`src/rtl/eth_pcs_tx_am_dist.sv`:
```
// PCS TX alignment-marker distributor: stripes N_LANES blocks per beat onto PCS lanes and
// periodically replaces a beat with per-lane alignment markers carrying running BIP parity.
module eth_pcs_tx_am_dist #(
  parameter int unsigned               N_LANES      = 4,
  parameter int unsigned               AM_PERIOD    = 16384,
  parameter int unsigned               W_SYNC       = 2,
  parameter int unsigned               W_PLD        = 64,
  parameter logic [W_SYNC-1:0]         AM_SYNC      = 2'b01,
  parameter logic [N_LANES-1:0][23:0]  AM_LANE_CODE = {24'h3D79A2, 24'h9B65C5,
                                                       24'hE6C4F0, 24'h477690}
) (
  input  logic                             i_clk,
  input  logic                             i_reset,
  input  logic                             i_valid,
  output logic                             o_ready,
  input  logic [N_LANES-1:0][W_SYNC-1:0]   i_sync,
  input  logic [N_LANES-1:0][W_PLD-1:0]    i_pld,
  output logic                             o_valid,
  input  logic                             i_ready,
  output logic [N_LANES-1:0][W_SYNC-1:0]   o_sync,
  output logic [N_LANES-1:0][W_PLD-1:0]    o_pld,
  output logic                             o_am
);

  localparam int unsigned CNT_W = $clog2(AM_PERIOD);

  typedef enum logic {StAm, StData} state_e;

  state_e                               state_q, state_d;
  logic [CNT_W-1:0]                     cnt_q, cnt_d;
  logic                                 valid_q, valid_d;
  logic                                 am_q, am_d;
  logic [N_LANES-1:0][W_SYNC-1:0]       sync_q, sync_d;
  logic [N_LANES-1:0][W_PLD-1:0]        pld_q, pld_d;
  logic [N_LANES-1:0][7:0]              acc_q, acc_d;
  logic [N_LANES-1:0][W_PLD-1:0]        am_pld;
  logic                                 ld;
  logic                                 ready;

  // Bit i of the BIP is the XOR of every bit j of {pld, sync} with j mod 8 == i.
  function automatic logic [7:0] bip_of(input logic [W_SYNC-1:0] s,
                                        input logic [W_PLD-1:0]  p);
    logic [W_SYNC+W_PLD-1:0] v;
    logic [7:0]              r;
    v = {p, s};
    r = '0;
    for (int j = 0; j < W_SYNC + W_PLD; j++) begin
      r[j[2:0]] = r[j[2:0]] ^ v[j];
    end
    return r;
  endfunction

  // Marker bytes from LSB: M0 M1 M2 BIP3 ~M0 ~M1 ~M2 ~BIP3.
  always_comb begin
    for (int l = 0; l < N_LANES; l++) begin
      am_pld[l] = {~acc_q[l], ~AM_LANE_CODE[l], acc_q[l], AM_LANE_CODE[l]};
    end
  end

  always_comb begin
    state_d = state_q;
    cnt_d   = cnt_q;
    valid_d = valid_q;
    am_d    = am_q;
    sync_d  = sync_q;
    pld_d   = pld_q;
    acc_d   = acc_q;
    ld      = !valid_q || i_ready;
    ready   = (state_q == StData) && ld;

    unique case (state_q)
      StAm: begin
        if (ld) begin
          valid_d = 1'b1;
          am_d    = 1'b1;
          cnt_d   = '0;
          pld_d   = am_pld;
          for (int l = 0; l < N_LANES; l++) begin
            sync_d[l] = AM_SYNC;
            acc_d[l]  = bip_of(AM_SYNC, am_pld[l]);
          end
          state_d = StData;
        end
      end
      StData: begin
        if (i_valid && ready) begin
          valid_d = 1'b1;
          am_d    = 1'b0;
          sync_d  = i_sync;
          pld_d   = i_pld;
          cnt_d   = cnt_q + CNT_W'(1);
          for (int l = 0; l < N_LANES; l++) begin
            acc_d[l] = acc_q[l] ^ bip_of(i_sync[l], i_pld[l]);
          end
          if (cnt_q == CNT_W'(AM_PERIOD - 2)) begin
            state_d = StAm;
          end
        end else if (ld) begin
          valid_d = 1'b0;
        end
      end
      default: state_d = StAm;
    endcase
  end

  always_ff @(posedge i_clk) begin
    if (i_reset) begin
      state_q <= StAm;
      cnt_q   <= '0;
      valid_q <= 1'b0;
      am_q    <= 1'b0;
      sync_q  <= '0;
      pld_q   <= '0;
      acc_q   <= '0;
    end else begin
      state_q <= state_d;
      cnt_q   <= cnt_d;
      valid_q <= valid_d;
      am_q    <= am_d;
      sync_q  <= sync_d;
      pld_q   <= pld_d;
      acc_q   <= acc_d;
    end
  end

  assign o_ready = ready;
  assign o_valid = valid_q;
  assign o_am    = am_q;
  assign o_sync  = sync_q;
  assign o_pld   = pld_q;

endmodule

```
`config.mk`:
```
export PLATFORM = sky130hd
export DESIGN_NAME = eth_pcs_tx_am_dist
export DESIGN_NICKNAME = d
export VERILOG_FILES = /design/src/rtl/eth_pcs_tx_am_dist.sv
export SDC_FILE = /design/constraint.sdc
export NUM_CORES = 1
export LEC_CHECK = 0
export BUFFER_PORTS_ARGS = -buffer_cell sky130_fd_sc_hd__buf_2
export CAP_MARGIN = 10
export CORE_AREA = 2 2 206 208
export DETAILED_ROUTE_END_ITERATION = 16
export DIE_AREA = 0 0 208 210
export GPL_ROUTABILITY_DRIVEN = 0
export SLEW_MARGIN = 30
export SYNTH_ARGS = -nofsm -noshare
export SYNTH_HDL_FRONTEND = slang
export SYNTH_SLANG_ARGS = --single-unit
export TNS_END_PERCENT = 100
```
`constraint.sdc`:
```
create_clock -name i_clk -period 2 [get_ports i_clk]
set_input_delay 0 -clock i_clk [delete_from_list [all_inputs] [get_ports i_clk]]
set_output_delay 0 -clock i_clk [all_outputs]
set_load 0.02 [all_outputs]
```
==> results.json <==
{
  "status": "finished, final reports clean",
  "yosysWarnings": 0,
  "port_buffers": 534,
  "hold_viol": 0,
  "cts_tree": "done",
  "htreeDepth": 2,
  "initial_core_util_pct": 32.1,
  "rows": 75,
  "gr-total-overflow": 0,
  "dr.pass1.iters": 7,
  "io_pins": 535,
  "grt_max_degree": 137,
  "fin_nets": 2484,
  "required_ns": 2.47,
  "seq_power_share_pct": 38.1,
  "slowest_stage": "buf_4",
  "slew_violations": 0,
  "swShare_pct": 29.9,
  "die_width_um": 208,
  "synth_seq_cells": 313,
  "r2r_slack_ns": 0.24,
  "cts.sinks": 313,
  "syn-num-nets": 1727,
  "synth_edf_count": 0,
  "antenna_left": 0,
  "slew_headroom_pct": 48.6,
  "drive_above_1_share_pct": 28.4,
  "async_flop_share_pct": 0,
  "ys_types": 36,
  "grt_pass1_vias": 14200,
  "cts_buffers": 38,
  "final_cell_mix": "buf_2 (533), nor2_1 (330), dfxtp_1 (312)",
  "viasPerCell": 5.09,
  "dieHeight_um": 210,
  "ys.flop_type": "dfxtp_1",
  "wl_mm": 53.1,
  "end_kind": "flip-flop",
  "routedWlPerCell_um": 19.1,
  "hold_class": "input port to flip-flop",
  "arrival_ns": 2.23,
  "fin_crit_sh_pct": 88.1,
  "finClkSkew_ns": 0.0148,
  "power_density_mw_per_mm2": 897,
  "drc": 0,
  "setup_viol_count_final": 0,
  "core_area_mm2": 0.0415,
  "internal-power_w": 0.0129,
  "combPwrFrac_pct": 23.4,
  "synthesis.area_mm2": 0.0133,
  "avgSynthCellArea_um2": 9.14,
  "postLayoutCoreUtil_pct": 49.5,
  "drt_iter0_drc": 1037,
  "cts-resized-gates": 0,
  "mostFrequentLayoutCell": "buf_2",
  "grt_first_pass_wirelength_mm": 80.3,
  "ys_seq_area_share_pct": 47.1,
  "cts-root-buf": "clkbuf_16",
  "worst_slew_pin_slew_ns": 0.770,
  "pwr-share-clk_pct": 38.5,
  "ir_drop_mv": 0.613,
  "path_cells": "nand2b_1 > and3_4 > buf_4 > a22oi_1 > nor2_1",
  "place_hpwl_mm": 36.0,
  "vias": 14200,
  "rsz0062_at_grt": "no",
  "setup-tns-final_ns": 0,
  "power_switching_w": 0.00550,
  "synth.area.top_cells": "dfxtp_1 (47%), xnor2_1 (11%), nor2_1 (9.3%)",
  "area_delta_synth_final_pct": 54.1,
  "n_antenna_cell": 0,
  "timing.final.crit_period_ns": 1.76,
  "drv_cap": 0,
  "leakage_nw": 9.09,
  "clk_pin_slew_ns": 0.06,
  "clkLatencyLatePin_ns": 0.54,
  "max_stage_delay_ns": 0.51,
  "die-area_mm2": 0.0437,
  "p_total_w": 0.0184,
  "synth_top_area_share_pct": 47.1,
  "synth_top_area_cell": "dfxtp_1",
  "critPathLaunchType": "flip-flop",
  "track_usage_pct": 23.2,
  "cp_max_fo": 50,
  "max_freq_mhz": 568,
  "antenna_found_initial": 0,
  "syn-instance-count": 1457,
  "ctsLongestPathBuffers": 3,
  "crit_type": "flip-flop to flip-flop"
}
[per-stage QoR]
stage / instances / instance area [um2] / setup WS, ns / hold WS, ns
3_5_place_dp: 2447 / 16600 / 0.272 / 0.267
6_report: 2780 / 20500 / 0.238 / 0.0381
4_1_cts: 2780 / 20500 / 0.268 / 0.00170
2_1_floorplan: 1457 / 13300 / 0.304 / 0.129
5_1_grt: 2780 / 20500 / 0.168 / 0.0379
3_3_place_gp: 2447 / 16600 / 0.288 / 0.256
[critical path: cells and delay by family (launching register included)]
kind / cells / cell delay, ns
simple gates: 3 / 0.58
buf+inv: 1 / 0.51
flops: 1 / 0.31
compound gates: 1 / 0.20
[power by group through the flow]
stage          sequential (W)  clock, W  combinational, W
2_1_floorplan         0.00757         0           0.00190
3_3_place_gp          0.00712         0           0.00381
3_5_place_dp          0.00713         0           0.00386
4_1_cts               0.00700   0.00725           0.00428
5_1_grt               0.00706   0.00747           0.00462
6_report              0.00701   0.00708           0.00431
[state kept, by name (all words and copies together) (netlist names)]
name / cells
cnt_q: 14
acc_q: 32
o_am: 1
state_q: 1
o_valid: 1
o_pld: 256
o_sync: 8
[Yosys cell counts, drive strengths merged (5+ instances only)]
cell	number
nand4	5
dfxtp	313
a211oi	64
clkbuf	75
xnor3	8
o22ai	100
mux2i	32
nor3	36
nor2	330
xnor2	176
a22oi	100
buf	38
nand2b	6
or3	11
nand2	11
a22o	16
nand3	10
a21oi	17
o21ai	30
xor2	45
inv	6
[cell type report]
type | instances | area (um2)
Fill cell | 3742 | 21000
Multi-Input combinational cell | 1025 | 6590
Sequential cell | 313 | 6270
Timing Repair Buffer | 830 | 5670
Clock buffer | 54 | 1120
Tap cell | 539 | 674
Clock inverter | 13 | 158
Inverter | 6 | 22.5
[path summary, 6_finish.rpt]
path / start / to / cells past startpoint
max: o_valid / o_pld[137] / 5
min: i_ready / o_valid / 4
min reg2reg: o_am / o_am / 2
max reg2reg: o_valid / o_pld[137] / 5
[cells by family after synthesis]
logic type | synth area share [%]
flip-flops | 47.1
AO/OA/AOI/OAI | 17.5
XOR/XNOR | 16.0
buffers and inverters | 3.65
adder cells (fa/ha/maj) | 0.188
multiplexers | 2.66
AND/OR/NAND/NOR | 13.0
[repair_timing]
action                                 4_1_cts  5_1_grt
hold buffers                               266        0
endpoints found under the hold margin      271        0
setup buffers                                0        0
[routing by layer]
metal  vias to the layer above  routed length [um]  track usage (%)
met5                         -                   0                0
met4                         0                1990             9.05
met3                       132                3620             5.08
met2                       681               25800             39.7
met1                      6732               21600             28.4
li1                       6610                   -                -
Note: power is estimated with default switching activity, not from simulation.
